<file path="src/rtl/cpu_pkg.sv">
// Shared core definitions: reset/bubble defaults, fetch FSM states and the
// control-flow opcodes that EXE and the ALU controller decode.
package cpu_pkg;

  localparam logic [31:0] RESET_PC_DEF = 32'h0000_1000;
  localparam logic [31:0] NOP_INST_DEF = 32'h0000_0013;

  localparam logic [6:0] OPC_JAL    = 7'b1101111;
  localparam logic [6:0] OPC_JALR   = 7'b1100111;
  localparam logic [6:0] OPC_BRANCH = 7'b1100011;

  typedef enum logic [1:0] {
    S_REQ    = 2'd0,
    S_IDLE   = 2'd1,
    S_SQUASH = 2'd2
  } fetch_state_e;

  function automatic logic [31:0] word_align(input logic [31:0] addr);
    return {addr[31:2], 2'b00};
  endfunction

endpackage

</file>
<file path="src/rtl/fetch_skid_buf.sv">
// One-entry {instruction, address} holding buffer that catches a fetch
// response arriving while ID is stalled.
module fetch_skid_buf
  import cpu_pkg::*;
(
  input  logic        clk,
  input  logic        rst_n,
  input  logic        i_load,
  input  logic        i_drain,
  input  logic        i_flush,
  input  logic [31:0] i_inst,
  input  logic [31:0] i_addr,
  output logic [31:0] o_inst,
  output logic [31:0] o_addr,
  output logic        o_full
);

  logic        r_full;
  logic [31:0] r_inst;
  logic [31:0] r_addr;

  // Load wins over drain so a drain and a refill in one cycle keeps the entry.
  always_ff @(posedge clk or negedge rst_n) begin
    if (!rst_n) begin
      r_full <= 1'b0;
    end else if (i_flush) begin
      r_full <= 1'b0;
    end else if (i_load) begin
      r_full <= 1'b1;
    end else if (i_drain) begin
      r_full <= 1'b0;
    end
  end

  always_ff @(posedge clk) begin
    if (i_load) begin
      r_inst <= i_inst;
      r_addr <= i_addr;
    end
  end

  assign o_inst = r_inst;
  assign o_addr = r_addr;
  assign o_full = r_full;

endmodule

</file>
<file path="src/rtl/inst_fetch.sv">
// RV32I instruction-fetch stage: owns the PC, runs the imem req/ack
// handshake, honours EXE redirects and absorbs ID stalls via a skid entry.
module inst_fetch
  import cpu_pkg::*;
#(
  parameter logic [31:0] RESET_PC = RESET_PC_DEF,
  parameter logic [31:0] NOP_INST = NOP_INST_DEF
) (
  input  logic        clk,
  input  logic        rst_n,
  input  logic        jump_flag,
  input  logic [31:0] jump_address,
  input  logic        stall,
  output logic        imem_req,
  output logic [31:0] imem_addr,
  input  logic        imem_ack,
  input  logic [31:0] imem_rdata,
  output logic [31:0] instruction,
  output logic [31:0] instruction_address,
  output logic        instruction_valid
);

  fetch_state_e r_state;
  logic [31:0]  r_pc;
  logic [31:0]  r_addr;
  logic         r_req;
  logic [31:0]  r_inst;
  logic [31:0]  r_inst_addr;
  logic         r_valid;

  logic         w_ack;
  logic         w_take;
  logic         w_hold;
  logic         w_drain;
  logic         w_skid_load;
  logic         w_skid_full;
  logic         w_skid_full_nxt;
  logic [31:0]  w_skid_inst;
  logic [31:0]  w_skid_addr;
  logic [31:0]  w_target;
  logic [31:0]  w_pc_inc;

  // Responses in SQUASH belong to the abandoned path and are never delivered.
  assign w_ack           = r_req & imem_ack;
  assign w_take          = w_ack & (r_state != S_SQUASH);
  assign w_hold          = stall & r_valid;
  assign w_drain         = ~w_hold & w_skid_full;
  assign w_skid_load     = w_take & (w_hold | w_skid_full);
  assign w_skid_full_nxt = ~jump_flag & (w_skid_load | (w_skid_full & ~w_drain));
  assign w_target        = word_align(jump_address);
  assign w_pc_inc        = r_pc + 32'd4;

  fetch_skid_buf u_skid (
    .clk     (clk),
    .rst_n   (rst_n),
    .i_load  (w_skid_load),
    .i_drain (w_drain),
    .i_flush (jump_flag),
    .i_inst  (imem_rdata),
    .i_addr  (r_addr),
    .o_inst  (w_skid_inst),
    .o_addr  (w_skid_addr),
    .o_full  (w_skid_full)
  );

  // A redirect with a request still in flight must keep that address on the
  // bus until the memory acks it, so the target waits in r_pc.
  always_ff @(posedge clk or negedge rst_n) begin
    if (!rst_n) begin
      r_state <= S_REQ;
      r_pc    <= RESET_PC;
      r_addr  <= RESET_PC;
      r_req   <= 1'b0;
    end else if (jump_flag) begin
      r_pc  <= w_target;
      r_req <= 1'b1;
      if (r_req && !imem_ack) begin
        r_state <= S_SQUASH;
      end else begin
        r_state <= S_REQ;
        r_addr  <= w_target;
      end
    end else begin
      case (r_state)
        S_REQ: begin
          r_req <= 1'b1;
          if (w_ack) begin
            r_pc   <= w_pc_inc;
            r_addr <= w_pc_inc;
            if (w_skid_full_nxt) begin
              r_state <= S_IDLE;
              r_req   <= 1'b0;
            end
          end
        end
        S_IDLE: begin
          if (!w_skid_full) begin
            r_state <= S_REQ;
            r_req   <= 1'b1;
          end
        end
        S_SQUASH: begin
          if (w_ack) begin
            r_state <= S_REQ;
            r_addr  <= r_pc;
          end
        end
        default: begin
          r_state <= S_REQ;
          r_req   <= 1'b0;
        end
      endcase
    end
  end

  // The skid entry is older than any response in flight, so it goes out first.
  always_ff @(posedge clk or negedge rst_n) begin
    if (!rst_n) begin
      r_inst      <= NOP_INST;
      r_inst_addr <= 32'd0;
      r_valid     <= 1'b0;
    end else if (jump_flag) begin
      r_inst  <= NOP_INST;
      r_valid <= 1'b0;
    end else if (w_hold) begin
      r_valid <= 1'b1;
    end else if (w_skid_full) begin
      r_inst      <= w_skid_inst;
      r_inst_addr <= w_skid_addr;
      r_valid     <= 1'b1;
    end else if (w_take) begin
      r_inst      <= imem_rdata;
      r_inst_addr <= r_addr;
      r_valid     <= 1'b1;
    end else if (!stall) begin
      r_inst  <= NOP_INST;
      r_valid <= 1'b0;
    end
  end

  assign imem_req            = r_req;
  assign imem_addr           = r_addr;
  assign instruction         = r_inst;
  assign instruction_address = r_inst_addr;
  assign instruction_valid   = r_valid;

endmodule

</file>
<file path="config.mk">
export PLATFORM = sky130hd
export DESIGN_NAME = inst_fetch
export DESIGN_NICKNAME = d
export VERILOG_FILES = /design/src/rtl/cpu_pkg.sv /design/src/rtl/fetch_skid_buf.sv /design/src/rtl/inst_fetch.sv
export SDC_FILE = /design/constraint.sdc
export NUM_CORES = 1
export LEC_CHECK = 0
export ABC_AREA = 1
export CORE_MARGIN = 2
export CORE_UTILIZATION = 53
export CTS_CLUSTER_DIAMETER = 200
export CTS_CLUSTER_SIZE = 40
export DETAILED_ROUTE_END_ITERATION = 10
export PLACE_DENSITY = 0.85
export RECOVER_POWER = 25
export SLEW_MARGIN = 30
export SYNTH_ARGS = -nofsm -noshare
export SYNTH_HDL_FRONTEND = slang
export SYNTH_SLANG_ARGS = --single-unit
</file>
<file path="constraint.sdc">
create_clock -name clk -period 3.22 [get_ports clk]
set_input_delay 0.644 -clock clk [delete_from_list [all_inputs] [get_ports clk]]
set_output_delay 0.644 -clock clk [all_outputs]
set_load 0.01 [all_outputs]
</file>
* Word-level counts from Yosys, hierarchy flattened *
Cells that the tools add are included.
Widths: inputs -> output; s select.

word-level totals
  register bits after elaboration = 197
  logic and storage cells = 83

operators by class
  bitwise gates (word level) = 12
  multiplexer cells = 34
  equal/unequal tests = 12
  add/sub/neg operators = 1
  reduce and logical (&&, ||, !) cells = 14

operators by type and width
  cell                   count
  $mux 32                13
  $pmux 32 s2            1
  $add 32x3->32 const B  1
  $mux 1                 12
  $mux 2                 6
  $ne 3x3->1 const B     4
  $ne 2x2->1 const B     4
  $reduce_and 4->1       2
  $and 1x1->1            7
  $pmux 2 s3             1
  $reduce_and 2->1       3
  $reduce_bool 2->1      3
  $reduce_bool 3->1      2
  $ne 5x2->1 const B     1
  $ne 4x2->1 const B     1
  $not 1->1              3
  $pmux 1 s3             1
  $reduce_and 3->1       1
  $eq 2x1->1 const B     1
  $eq 2x2->1 const B     1
  $logic_not 2->1        1
  $or 1x1->1             2
  $logic_and 1x1->1      1
  $logic_not 1->1        1

* Depth between registers and ports, before layout *
Gate-level depths: netlist (run 1).

  word-level depth = 11
  gate-level depth with buffers = 12

* By module *
From an unflattened synthesis (run 1), not the netlist that was laid out.

unflattened totals
  cell total of the unflattened synthesis = 1077
  area, all modules = 9181.3 um^2

by module, submodules not included
  module          cells an instance  area each (um^2)  times used  seq. area each (um^2)
  inst_fetch      1008               7214.4            1           3234.4
  fetch_skid_buf  69                 1966.9            1           1946.9

* Worst setup path before layout (run 1) *
Ideal clock, no wire load.

  path kind = input -> register
  start = input port imem_ack
  end = register u_skid.r_addr[10] (netlist: u_skid.o_addr[10]) (enable)
  cell stages on the path = 4
  buffers on the path = 0
  library setup time = 417 ps
  data arrival time = 2247 ps
  slack = 556 ps
  path through = nand2_1 > nor2_2 > o21ai_0 > inv_1

between the ends
  cells in the longest elaborated chain, start to end = 3

RTL lines
  item                     RTL line              RTL
  start: declaration       inst_fetch.sv:16      input logic imem_ack,
  $and 1x1->1              inst_fetch.sv:44      assign w_ack = r_req & imem_ack;
  $and 1x1->1              inst_fetch.sv:45      assign w_take = w_ack & (r_state != S_SQUASH);
  $and 1x1->1              inst_fetch.sv:48      assign w_skid_load = w_take & (w_hold | w_skid_full);
  named net u_skid.i_load  fetch_skid_buf.sv:8   input logic i_load,
  end signal: assignment   fetch_skid_buf.sv:38  r_addr <= i_addr;
  end: declaration         fetch_skid_buf.sv:20  logic [31:0] r_addr;

The timed path passes the listed nets, and every way through them passes these cells.
A chain may end at the register's enable or synchronous reset.

* Worst setup path in the final report (run 1) *
  start = register r_state[1]
  end = register r_addr[2] (netlist: imem_addr[2])

between the ends
  cells in the longest elaborated chain, start to end = 3
  elaborated cells on any way between the ends = 8
  classes of those cells = eq/ne (3); mux (2); reduce/logical (3)

RTL lines
  item                                                   RTL line           RTL
  start: declaration                                     inst_fetch.sv:23   fetch_state_e r_state;
  start signal: assignment                               inst_fetch.sv:70   r_state <= S_REQ;
  start signal: assignment                               inst_fetch.sv:78   r_state <= S_SQUASH;
  start signal: assignment                               inst_fetch.sv:80   r_state <= S_REQ;
  $eq 2x2->1 or $logic_not 2->1 (tied branches)          inst_fetch.sv:84   case (r_state)
  $ne 3x3->1 (no line), or another cell as far along     --
  $reduce_and 4->1 (no line) or $mux 32 (tied branches)  --
  end signal: assignment                                 inst_fetch.sv:81   r_addr <= w_target;
  end signal: assignment                                 inst_fetch.sv:89   r_addr <= w_pc_inc;
  end signal: assignment                                 inst_fetch.sv:105  r_addr <= r_pc;
  end: declaration                                       inst_fetch.sv:25   logic [31:0] r_addr;

Several ways; a longest one is shown, not always the timed one.

==> key figures, run 1 <==
Finish
  – Post-layout net count: 1277
  – Design area: 11400 µm²
  – Fraction of layout cells with a size suffix above 1: 5.98%
  – Area growth syn-to-layout: 27.0%

Power and ir drop
  – Total power: 6.75 mW
  – Sw frac: 31.0%
  – Clock power frac: 30.7%
  – Comb power frac: 22.9%
  – Sequential power share: 46.4%
  – Net switching power: 2.09 mW
  – Worst vdd ir: 0.462 mV
  – Pleak: 5.03 nW
  – Internal power: 4.66 mW
  – Pwr/cell area: 589 nW/µm²

Worst hold path
  – Worst min path class: flop to flop

Place
  – Final HPWL DP: 17.5 mm
  – GPL Wtd Cong: 0.941
  – # port buffers: 164
  – Placed cell area: 10900 µm²

Global routing
  – GRT overflow: 0
  – Largest net degree at the start of global routing: 70
  – Vias in the first global route: 7853
  – Initial antenna violation count: 0
  – First-pass GRT wire length: 41.3 mm
  – Global Route Usage Sum: 29.2%

Clock tree
  – CTS Buffer Depth: 2
  – CTS root buf: clkbuf_16
  – CTS Hold Bufs: 0
  – CTS clock-pin slew for the worst setup and hold paths: 0.07 ns
  – Inserted Clock Buffers: 17
  – H-tree depth: 4
  – TritonCTS clock tree: built
  – Clk_lat worst skew: 0.44 ns
  – Post-CTS Resized: 0
  – Setup Buffers After CTS: 0
  – TritonCTS Sinks: 192

Drt
  – DRT Pass-1 Iters: 5
  – 1st-iter DRT viols: 855
  – Wire per inst: 17.7 µm
  – Vias: 8181
  – Wl on met1: 10.7 mm
  – Post-Route WL: 25.5 mm
  – Routed length on met3: 2.05 mm
  – Highest Signal Layer: met4
  – Met2 Wirelength: 12.0 mm
  – Drt drc: 0
  – Via density: 5.68
  – Routed Antenna Nets: 0

Yosys
  – Synth Instances: 1059
  – FF+latch count, synth: 192
  – Post-synth top area share: 34.4%
  – Number of flops mapped to enable cells by yosys: 63
  – Post-synth top area cell: dfrtp_1
  – Mapped cell area: 9010 µm²
  – Synth top area cells: dfrtp_1 (34%), edfxtp_1 (21%), nand2_1 (15%)
  – Synth warn: 0
  – Syn Nets: 1129
  – Post-synthesis sequential area ratio: 56.9%
  – Post-synth ARST share: 67.2%
  – Top FF cell, synth: dfrtp_1
  – Post-synth top cells: nand2_1 (369), nor2_1 (128), dfrtp_1 (124)
  – Unique masters post-synth: 37
  – Syn Area/Cell: 8.51 µm²
  – Top-count cell post-synth: nand2_1

STA
  – Setup TNS: 0 ns
  – Tmin final: 2.57 ns
  – # setup viols final: 0
  – Final number of hold-violating endpoints: 0
  – Slew headroom: -54.8%
  – Max Transition Viols Final: 42
  – Clock Skews: 0.00941 ns
  – FMAX: 389 MHz
  – RSZ-0062 raised after global routing: false
  – Crit share post-route: 79.9%
  – Slew @ Worst Pin: 2.32 ns

Die
  – DIE AREA: 18100 µm²
  – Starting density of the core: 54.3%
  – Ports: 167
  – # rows: 47
  – Die Y: 134 µm
  – Die W: 134 µm
  – Core Area: 16600 µm²

Worst setup path
  – Worst setup EP type: flop
  – CP Class: flop to flop
  – Crit path DAT: 2.87 ns
  – Worst Path Required: 3.52 ns
  – Worst-path fanout max: 18
  – Crit start category: flop

Status
  – Violated checks: max-capacitance violations, max-slew violations
  – Status: finished with violations

Flow run
  – Max Cap Viol: 1
## cell families after synthesis
family | count (synthesis) | synth area share, %
AOI/OAI and AO/OA | 174 | 12.1
xor gates and xnor gates | 5 | 0.486
adders and majority gates | 1 | 0.139
buffers and inverters | 122 | 5.55
DFF | 192 | 56.9
muxes | 3 | 0.333
and+or+nand+nor | 562 | 24.5
## final timing paths
path	startpoint	end	slack, ns	cells past startpoint
max reg2reg	r_state[1]	imem_addr[2]	0.65	7
min	instruction[14]	instruction[14]	0.48	2
max in group asynchronous	rst_n	r_pc[12]	0.93	2
min reg2reg	instruction[14]	instruction[14]	0.48	2
max	r_state[1]	imem_addr[2]	0.65	7
min in group asynchronous	rst_n	instruction[30]	0.89	1
## through the flow
stage,worst slack [ns],hold slack (ns),cells,utilization (%)
after floorplan,0.556,0.348,1059,-
after global placement,0.382,0.462,1408,65.6
after detailed placement,0.574,0.466,1408,65.6
after CTS,0.767,0.202,1440,69.1
after global routing,0.511,0.505,1440,69.0
final,0.648,0.481,1441,69.0
## sequential cells by signal, summed over array words and instances, names as in the netlist
name,count
instruction_address,31
imem_addr,31
imem_req,1
instruction,32
r_state,2
u_skid.o_full,1
instruction_valid,1
u_skid.o_inst,32
u_skid.o_addr,31
r_pc,30
## worst max-delay path, cell delays in order (launching register included)
cell and delay [ns]:
dfrtp_1 0.42, inv_2 0.07, nor2_4 0.29, inv_1 0.32
nand2_1 0.14, clkinv_1 0.52, a21oi_1 0.53, o21ai_0 0.15
## metal layers
metal	vias up	GRT usage, %
li1	3811	-
met1	3928	41.3
met2	393	45.7
met3	49	5.18
met4	0	10.6
met5	-	0
## power by group through the flow
stage	sequential [mW]	combinational, mW	clock (mW)
after floorplan	3.19	0.641	0
after global placement	3.15	1.49	0
after detailed placement	3.17	1.54	0
after CTS	3.12	1.55	2.08
after global routing	3.17	1.69	2.19
final	3.13	1.55	2.07
## cell usage in the layout (no fill, tap or decap), types with 5 or more instances in the layout
cell type / count
nand2_1: 369
clkdlybuf4s50_1: 141
nor2_1: 128
dfrtp_1: 124
edfxtp_1: 63
inv_1: 57
a21oi_1: 53
nand3_1: 51
a31oi_1: 32
o21ai_0: 31
o2111ai_1: 28
dlygate4sd3_1: 21
buf_4: 20
clkbuf_16: 17
o211ai_1: 11
a22oi_1: 8
inv_6: 8
inv_2: 5
nor2_2: 5
## area by class of cell
cell class / instances / area, µm²
well taps: 220 / 275
flip-flops and latches: 192 / 5130
fillers: 1266 / 5130
repair buffers: 187 / 1840
diodes: 1 / 2.50
clock inverters: 15 / 144
multi-input cells: 745 / 3400
clock buffers: 17 / 425
inverters: 64 / 240
(Power assumes the default switching activity.)
==> run 2: changes to the inputs <==
--- a/config.mk
+++ b/config.mk
@@ -7,11 +7,11 @@
 export LEC_CHECK = 0
 export ABC_AREA = 1
 export CORE_MARGIN = 2
-export CORE_UTILIZATION = 53
+export CORE_UTILIZATION = 48
 export CTS_CLUSTER_DIAMETER = 200
 export CTS_CLUSTER_SIZE = 40
 export DETAILED_ROUTE_END_ITERATION = 10
-export PLACE_DENSITY = 0.85
+export PLACE_DENSITY = 0.81
 export RECOVER_POWER = 25
 export SLEW_MARGIN = 30
 export SYNTH_ARGS = -nofsm -noshare
==> constraint.sdc (replaced) <==
create_clock -name clk -period 2.29 [get_ports clk]
set_input_delay 0.458 -clock clk [delete_from_list [all_inputs] [get_ports clk]]
set_output_delay 0.458 -clock clk [all_outputs]
set_load 0.01 [all_outputs]
==> run 2 against run 1 <==
- the run now ends clean
- worst setup slack got worse by 0.40 ns
- utilization decreased by 6.6 points
- clock-buffer cell count did not move
- critical path type is now flop to output port
- largest cell class unchanged
- sequential share of layout area is 0.58 points lower
- clock skew barely moved
==> key figures, run 2 (synthesis gave the netlist of run 1 again) <==
Status
  – Status: finished clean

Finish
  – Diode count: 0 (-1)
  – Most frequent cells in the layout: nand2_1 (369), clkdlybuf4s50_1 (133), nor2_1 (128)
  – Fin util: 62.4% (-6.6 points)
  – Commonest non-fill, non-tap cell in the layout: nand2_1
  – Area growth syn-to-layout: 28.7%
  – Fraction of layout cells with a size suffix above 1: 6.99% (+1.0 points)
  – Area of the multi-input gates: 3390 µm² (-0.15%)
  – Layout filler cell count: 1498 (+18%)
  – Post-layout net count: 1287 (+0.78%)
  – Storage element area: 5130 µm² (unchanged)

Drt
  – 1st-iter DRT viols: 669 (-22%)
  – Post-Route WL: 24.9 mm (-2.3%)
  – DRT Pass-1 Iters: 5 (unchanged)
  – Vias: 8096 (-1.0%)
  – Via density: 5.53 (-2.6%)
  – Routed Antenna Nets: 0 (unchanged)
  – Wire per inst: 17.0 µm (-3.8%)
  – Drt drc: 0 (unchanged)

Global routing
  – Global Route Usage Sum: 25.6% (-3.6 points)
  – Largest net degree at the start of global routing: 54 (-23%)
  – First-pass GRT wire length: 40.1 mm (-2.9%)
  – GRT overflow: 0 (unchanged)
  – Vias in the first global route: 7847 (-0.076%)
  – Initial antenna violation count: 0 (unchanged)

Worst setup path
  – Crit path DAT: 1.58 ns (-1.29 ns)
  – Worst setup EP type: output port
  – CP max-delay cell: dfstp_2
  – Slowest stage delay, CP: 0.59 ns (+0.06 ns)
  – CP Class: flop to output port
  – CP Cell Sequence: clkdlybuf4s50_1
  – Flop2flop setup slack: 0.38 ns (-0.27 ns)
  – CP top delay family: flip-flops
  – Worst-path fanout max: 4 (-14)
  – Crit path buffers/inverters: 1 (-2)
  – Worst Path Required: 1.83 ns (-1.69 ns)
  – Crit start category: flop

Die
  – Core Area: 18600 µm² (+12%)
  – Ports: 167 (unchanged)
  – # rows: 50 (+6.4%)
  – Die W: 141 µm (+4.9%)
  – DIE AREA: 19900 µm² (+10%)
  – Starting density of the core: 48.5% (-5.8 points)
  – Die Y: 141 µm (+4.9%)

Clock tree
  – CTS root buf: clkbuf_16
  – TritonCTS Sinks: 192 (unchanged)
  – H-tree depth: 4 (unchanged)
  – Inserted Clock Buffers: 17 (unchanged)
  – CTS Hold Bufs: 0 (unchanged)
  – Post-CTS Resized: 0 (unchanged)
  – CTS clock-pin slew for the worst setup and hold paths: 0.08 ns (about the same)
  – Setup Buffers After CTS: 0 (unchanged)
  – TritonCTS clock tree: built
  – CTS Buffer Depth: 2 (unchanged)
  – Clk_lat worst skew: 0.44 ns (about the same)

Place
  – GPL Wtd Cong: 0.911 (-3.2%)
  – Final HPWL DP: 17.5 mm (about the same)
  – # port buffers: 164 (unchanged)
  – Post-Place Setup Slack: 0.00465 ns (-0.570 ns)

Power and ir drop
  – Total power: 9.60 mW (+42%)
  – Net switching power: 2.99 mW (+43%)
  – Clock power frac: 31.2% (+0.5 points)
  – Comb power frac: 23.0% (about the same)
  – Internal power: 6.61 mW (+42%)
  – Sequential power share: 45.7% (-0.7 points)
  – Sw frac: 31.2% (+0.21 points)
  – Pleak: 5.10 nW (+1.5%)
  – Pwr/cell area: 827 nW/µm² (+40%)
  – Worst vdd ir: 0.593 mV (+28%)

Flow run
  – Max Cap Viol: 0 (-1)

STA
  – Hold Slack: 0.193 ns (-0.288 ns)
  – Clock Skews: 0.00925 ns (-0.000164 ns)
  – Crit share post-route: 89.1%
  – Tmin final: 2.04 ns
  – RSZ-0062 raised after global routing: false
  – FMAX: 490 MHz
  – Max Transition Viols Final: 0 (-100%)
  – Slew headroom: 31.1% (+86 points)
  – Setup TNS: 0 ns (unchanged)
  – # setup viols final: 0 (unchanged)
  – Worst setup margin: 0.250 ns (-0.398 ns)
  – Slew @ Worst Pin: 1.03 ns (-1.29 ns)
  – Final number of hold-violating endpoints: 0 (unchanged)

Worst hold path
  – Worst min path class: primary input to async pin
==> run 2: through the flow <==
stage / area, µm² / cells
finish: 11600 / 1464
global route: 11600 / 1464
CTS: 11600 / 1464
detailed placement: 11000 / 1432
global placement: 11000 / 1432
floorplan: 9020 / 1059
==> run 2: final timing paths <==
kind / start / end / cells past startpoint
min in group clk: jump_flag / instruction[21] / 2
min: rst_n / instruction[15] / 1
max in group asynchronous: rst_n / instruction_address[4] / 2
max reg2reg: r_pc[3] / imem_addr[18] / 8
min reg2reg: instruction[18] / instruction[18] / 2
max: imem_addr[12] / imem_addr[12] / 1
==> run 2: metal layers <==
layer	GRT usage, %	vias up	routed length [µm]
li1	-	3841	-
met1	34.5	3848	10500
met2	41.3	355	11900
met3	3.87	52	1730
met4	11.8	0	768
met5	0	-	0
==> run 2: power groups by stage <==
stage               clock, mW  combinational, mW  sequential (mW)
floorplan                   0              0.902             4.49
global placement            0               2.14             4.43
detailed placement          0               2.20             4.45
CTS                      3.03               2.22             4.38
global route             3.18               2.40             4.44
finish                   3.00               2.21             4.39
==> run 2: layout make-up <==
cell class              instances  area share (%)
multi-input cells             745            29.2
clock buffers                  17            3.67
clock inverters                15            1.46
flip-flops and latches        192            44.2
inverters                      64            2.10
well taps                     234            2.52
repair buffers                197            16.8
==> run 3: changes to the inputs <==
--- a/config.mk
+++ b/config.mk
@@ -11,7 +11,7 @@
 export CTS_CLUSTER_DIAMETER = 200
 export CTS_CLUSTER_SIZE = 40
 export DETAILED_ROUTE_END_ITERATION = 10
-export PLACE_DENSITY = 0.81
+export PLACE_DENSITY_LB_ADDON = 0.12
 export RECOVER_POWER = 25
 export SLEW_MARGIN = 30
 export SYNTH_ARGS = -nofsm -noshare
==> run 3 against run 2 <==
- via count shrank 3.2%
- maximum frequency decreased by 1.4%
- final cell count grew 0.14%
- combinational power fell by 3%
- first-iteration DRC count is 17% lower
- sequential cell count is the same
- routed wire length shrank 4.2%
- register-to-register slack is essentially flat
- worst hold slack improved by 0.28 ns
- critical path depth is the same
- critical path type unchanged
- largest power group unchanged
==> key figures, run 3 (synthesis gave the netlist of run 1 again) <==
Worst setup path
  – Worst-path fanout max: 4 (unchanged)
  – FF-to-FF Start: r_state[0]
  – Reg-to-reg endpoint: instruction[24]
  – Slowest stage delay, CP: 0.61 ns (+0.02 ns)
  – Flop2flop setup slack: 0.39 ns (about the same)
  – CP Cell Sequence: clkdlybuf4s50_1
  – Setup crit start: imem_addr[12]
  – CP max-delay cell: dfstp_1
  – Reg2reg path depth: 10 (+2)
  – CP Class: flop to output port
  – CP top delay family: flip-flops
  – Critical path depth: 1 (unchanged)
  – Worst setup EP type: output port
  – Crit path buffers/inverters: 1 (unchanged)
  – Worst Path Required: 1.83 ns (about the same)
  – Crit path DAT: 1.61 ns (+0.03 ns)
  – Crit start category: flop

STA
  – Clock Skews: 0.0124 ns (+0.00312 ns)
  – # setup viols final: 0 (unchanged)
  – Max Transition Viols Final: 0 (unchanged)
  – Final number of hold-violating endpoints: 0 (unchanged)
  – Slew headroom: 14.1% (-17 points)
  – RSZ-0062 raised after global routing: false
  – FMAX: 483 MHz (-1.4%)
  – Slew @ Worst Pin: 1.29 ns (+0.255 ns)
  – Tmin final: 2.07 ns (+0.0285 ns)
  – Crit share post-route: 90.3% (+1.2 points)

Place
  – Placed cell count: 1433 (+0.070%)
  – # port buffers: 164 (unchanged)
  – Final HPWL DP: 16.8 mm (-3.8%)
  – GPL Wtd Cong: 0.914 (+0.36%)

Drt
  – Drt drc: 0 (unchanged)
  – 1st-iter DRT viols: 552 (-17%)
  – Routed Antenna Nets: 0 (unchanged)
  – DRT Pass-1 Iters: 6 (+1)
  – Post-Route WL: 23.9 mm (-4.2%)
  – Wire per inst: 16.3 µm (-4.3%)
  – Via density: 5.34 (-3.4%)
  – Vias: 7833 (-3.2%)

Status
  – Status: finished clean

Die
  – Ports: 167 (unchanged)
  – # rows: 50 (unchanged)
  – Core Area: 18600 µm² (unchanged)
  – Starting density of the core: 48.5% (unchanged)
  – Die W: 141 µm (unchanged)
  – DIE AREA: 19900 µm² (unchanged)
  – Die Y: 141 µm (unchanged)

Clock tree
  – H-tree depth: 4 (unchanged)
  – TritonCTS clock tree: built
  – Post-CTS Resized: 0 (unchanged)
  – Setup Buffers After CTS: 0 (unchanged)
  – CTS root buf: clkbuf_16
  – CTS Buffer Depth: 2 (unchanged)
  – TritonCTS Sinks: 192 (unchanged)
  – Inserted Clock Buffers: 17 (unchanged)
  – CTS clock-pin slew for the worst setup and hold paths: 0.07 ns (about the same)
  – Clk_lat worst skew: 0.44 ns (about the same)

Finish
  – Diode count: 0 (unchanged)
  – Fraction of layout cells with a size suffix above 1: 6.74% (-0.25 points)
  – Area growth syn-to-layout: 29.3%
  – Commonest non-fill, non-tap cell in the layout: nand2_1
  – Most frequent cells in the layout: nand2_1 (369), clkdlybuf4s50_1 (129), nor2_1 (128)
  – Final cell count without fillers: 1466 (+0.14%)
  – Post-layout net count: 1289 (+0.16%)

Global routing
  – Vias in the first global route: 7416 (-5.5%)
  – First-pass GRT wire length: 38.9 mm (-3.0%)
  – GRT overflow: 0 (unchanged)
  – Largest net degree at the start of global routing: 76 (+41%)
  – Initial antenna violation count: 0 (unchanged)
  – Global Route Usage Sum: 24.8% (-0.85 points)

Power and ir drop
  – Sequential power share: 46.1% (+0.4 points)
  – Sw frac: 30.0% (-1.2 points)
  – Pwr/cell area: 820 nW/µm² (-0.91%)
  – Comb power frac: 22.4% (-0.6 points)
  – Pleak: 5.11 nW (+0.19%)
  – Clock power frac: 31.5% (+0.3 points)
  – Total power: 9.55 mW (-0.47%)
  – Worst vdd ir: 0.554 mV (-6.6%)
  – Internal power: 6.69 mW (+1.3%)
  – Net switching power: 2.86 mW (-4.4%)

Flow run
  – Max Cap Viol: 0 (unchanged)

Worst hold path
  – Hold path depth: 3
  – Hold path endpoint: instruction[1]
  – HP Start: jump_flag
  – Worst min path class: primary input to flop
==> run 3: area by class of cell <==
class	count	area, µm²
Tap cell	234	293
Fill cell	1687	6930
Timing Repair Buffer	199	2010
Inverter	64	244
Clock inverter	13	156
Sequential cell	192	5130
Clock buffer	19	433
Multi-Input combinational cell	745	3390
==> run 3: worst max path at each step <==
stage | endpoint | slack [ns]
after detailed placement | u_skid.o_inst[20] | -0.007
after global placement | u_skid.o_inst[20] | 0.01
final | imem_addr[12] | 0.22
after floorplan | u_skid.o_addr[10] | 0.11
after CTS | imem_addr[12] | 0.27
after global routing | imem_addr[12] | 0.13
==> run 3: metrics by stage <==
| step | TNS, ns | setup WS, ns | cell area, µm² | utilization (%) | hold slack [ns] |
|---|---|---|---|---|---|
| 2_1_floorplan | 0 | 0.105 | 9020 | - | 0.162 |
| 3_3_place_gp | 0 | 0.0102 | 11100 | 59.5 | 0.372 |
| 3_5_place_dp | -0.0849 | -0.00732 | 11100 | 59.5 | 0.374 |
| 4_1_cts | 0 | 0.275 | 11700 | 62.7 | 0.460 |
| 5_1_grt | 0 | 0.134 | 11700 | 62.7 | 0.507 |
| 6_report | 0 | 0.222 | 11700 | 62.7 | 0.470 |
==> run 3: routing by layer <==
layer / global-route usage, % / share of wire (%) / routed length [µm] / vias to the layer above
met2: 38.5 / 45 / 10800 / 285
li1: - / - / - / 3849
met4: 6.53 / 1.3 / 310 / 0
met1: 36.8 / 48 / 11400 / 3673
met3: 3.77 / 5.9 / 1410 / 26
met5: 0 / 0 / 0 / -
==> run 3: what timing repair did <==
item / in CTS / in global routing
hold endpoints to repair: 17 / 0
hold buffers: 1 / 0
endpoints found under the setup margin: 0 / 0
==> run 3: power groups by stage <==
stage	sequential [mW]	clock, mW	combinational [mW]
floorplan	4.49	0	0.902
global placement	4.45	0	2.12
detailed placement	4.46	0	2.16
CTS	4.40	3.05	2.17
global route	4.46	3.18	2.37
finish	4.40	3.01	2.14
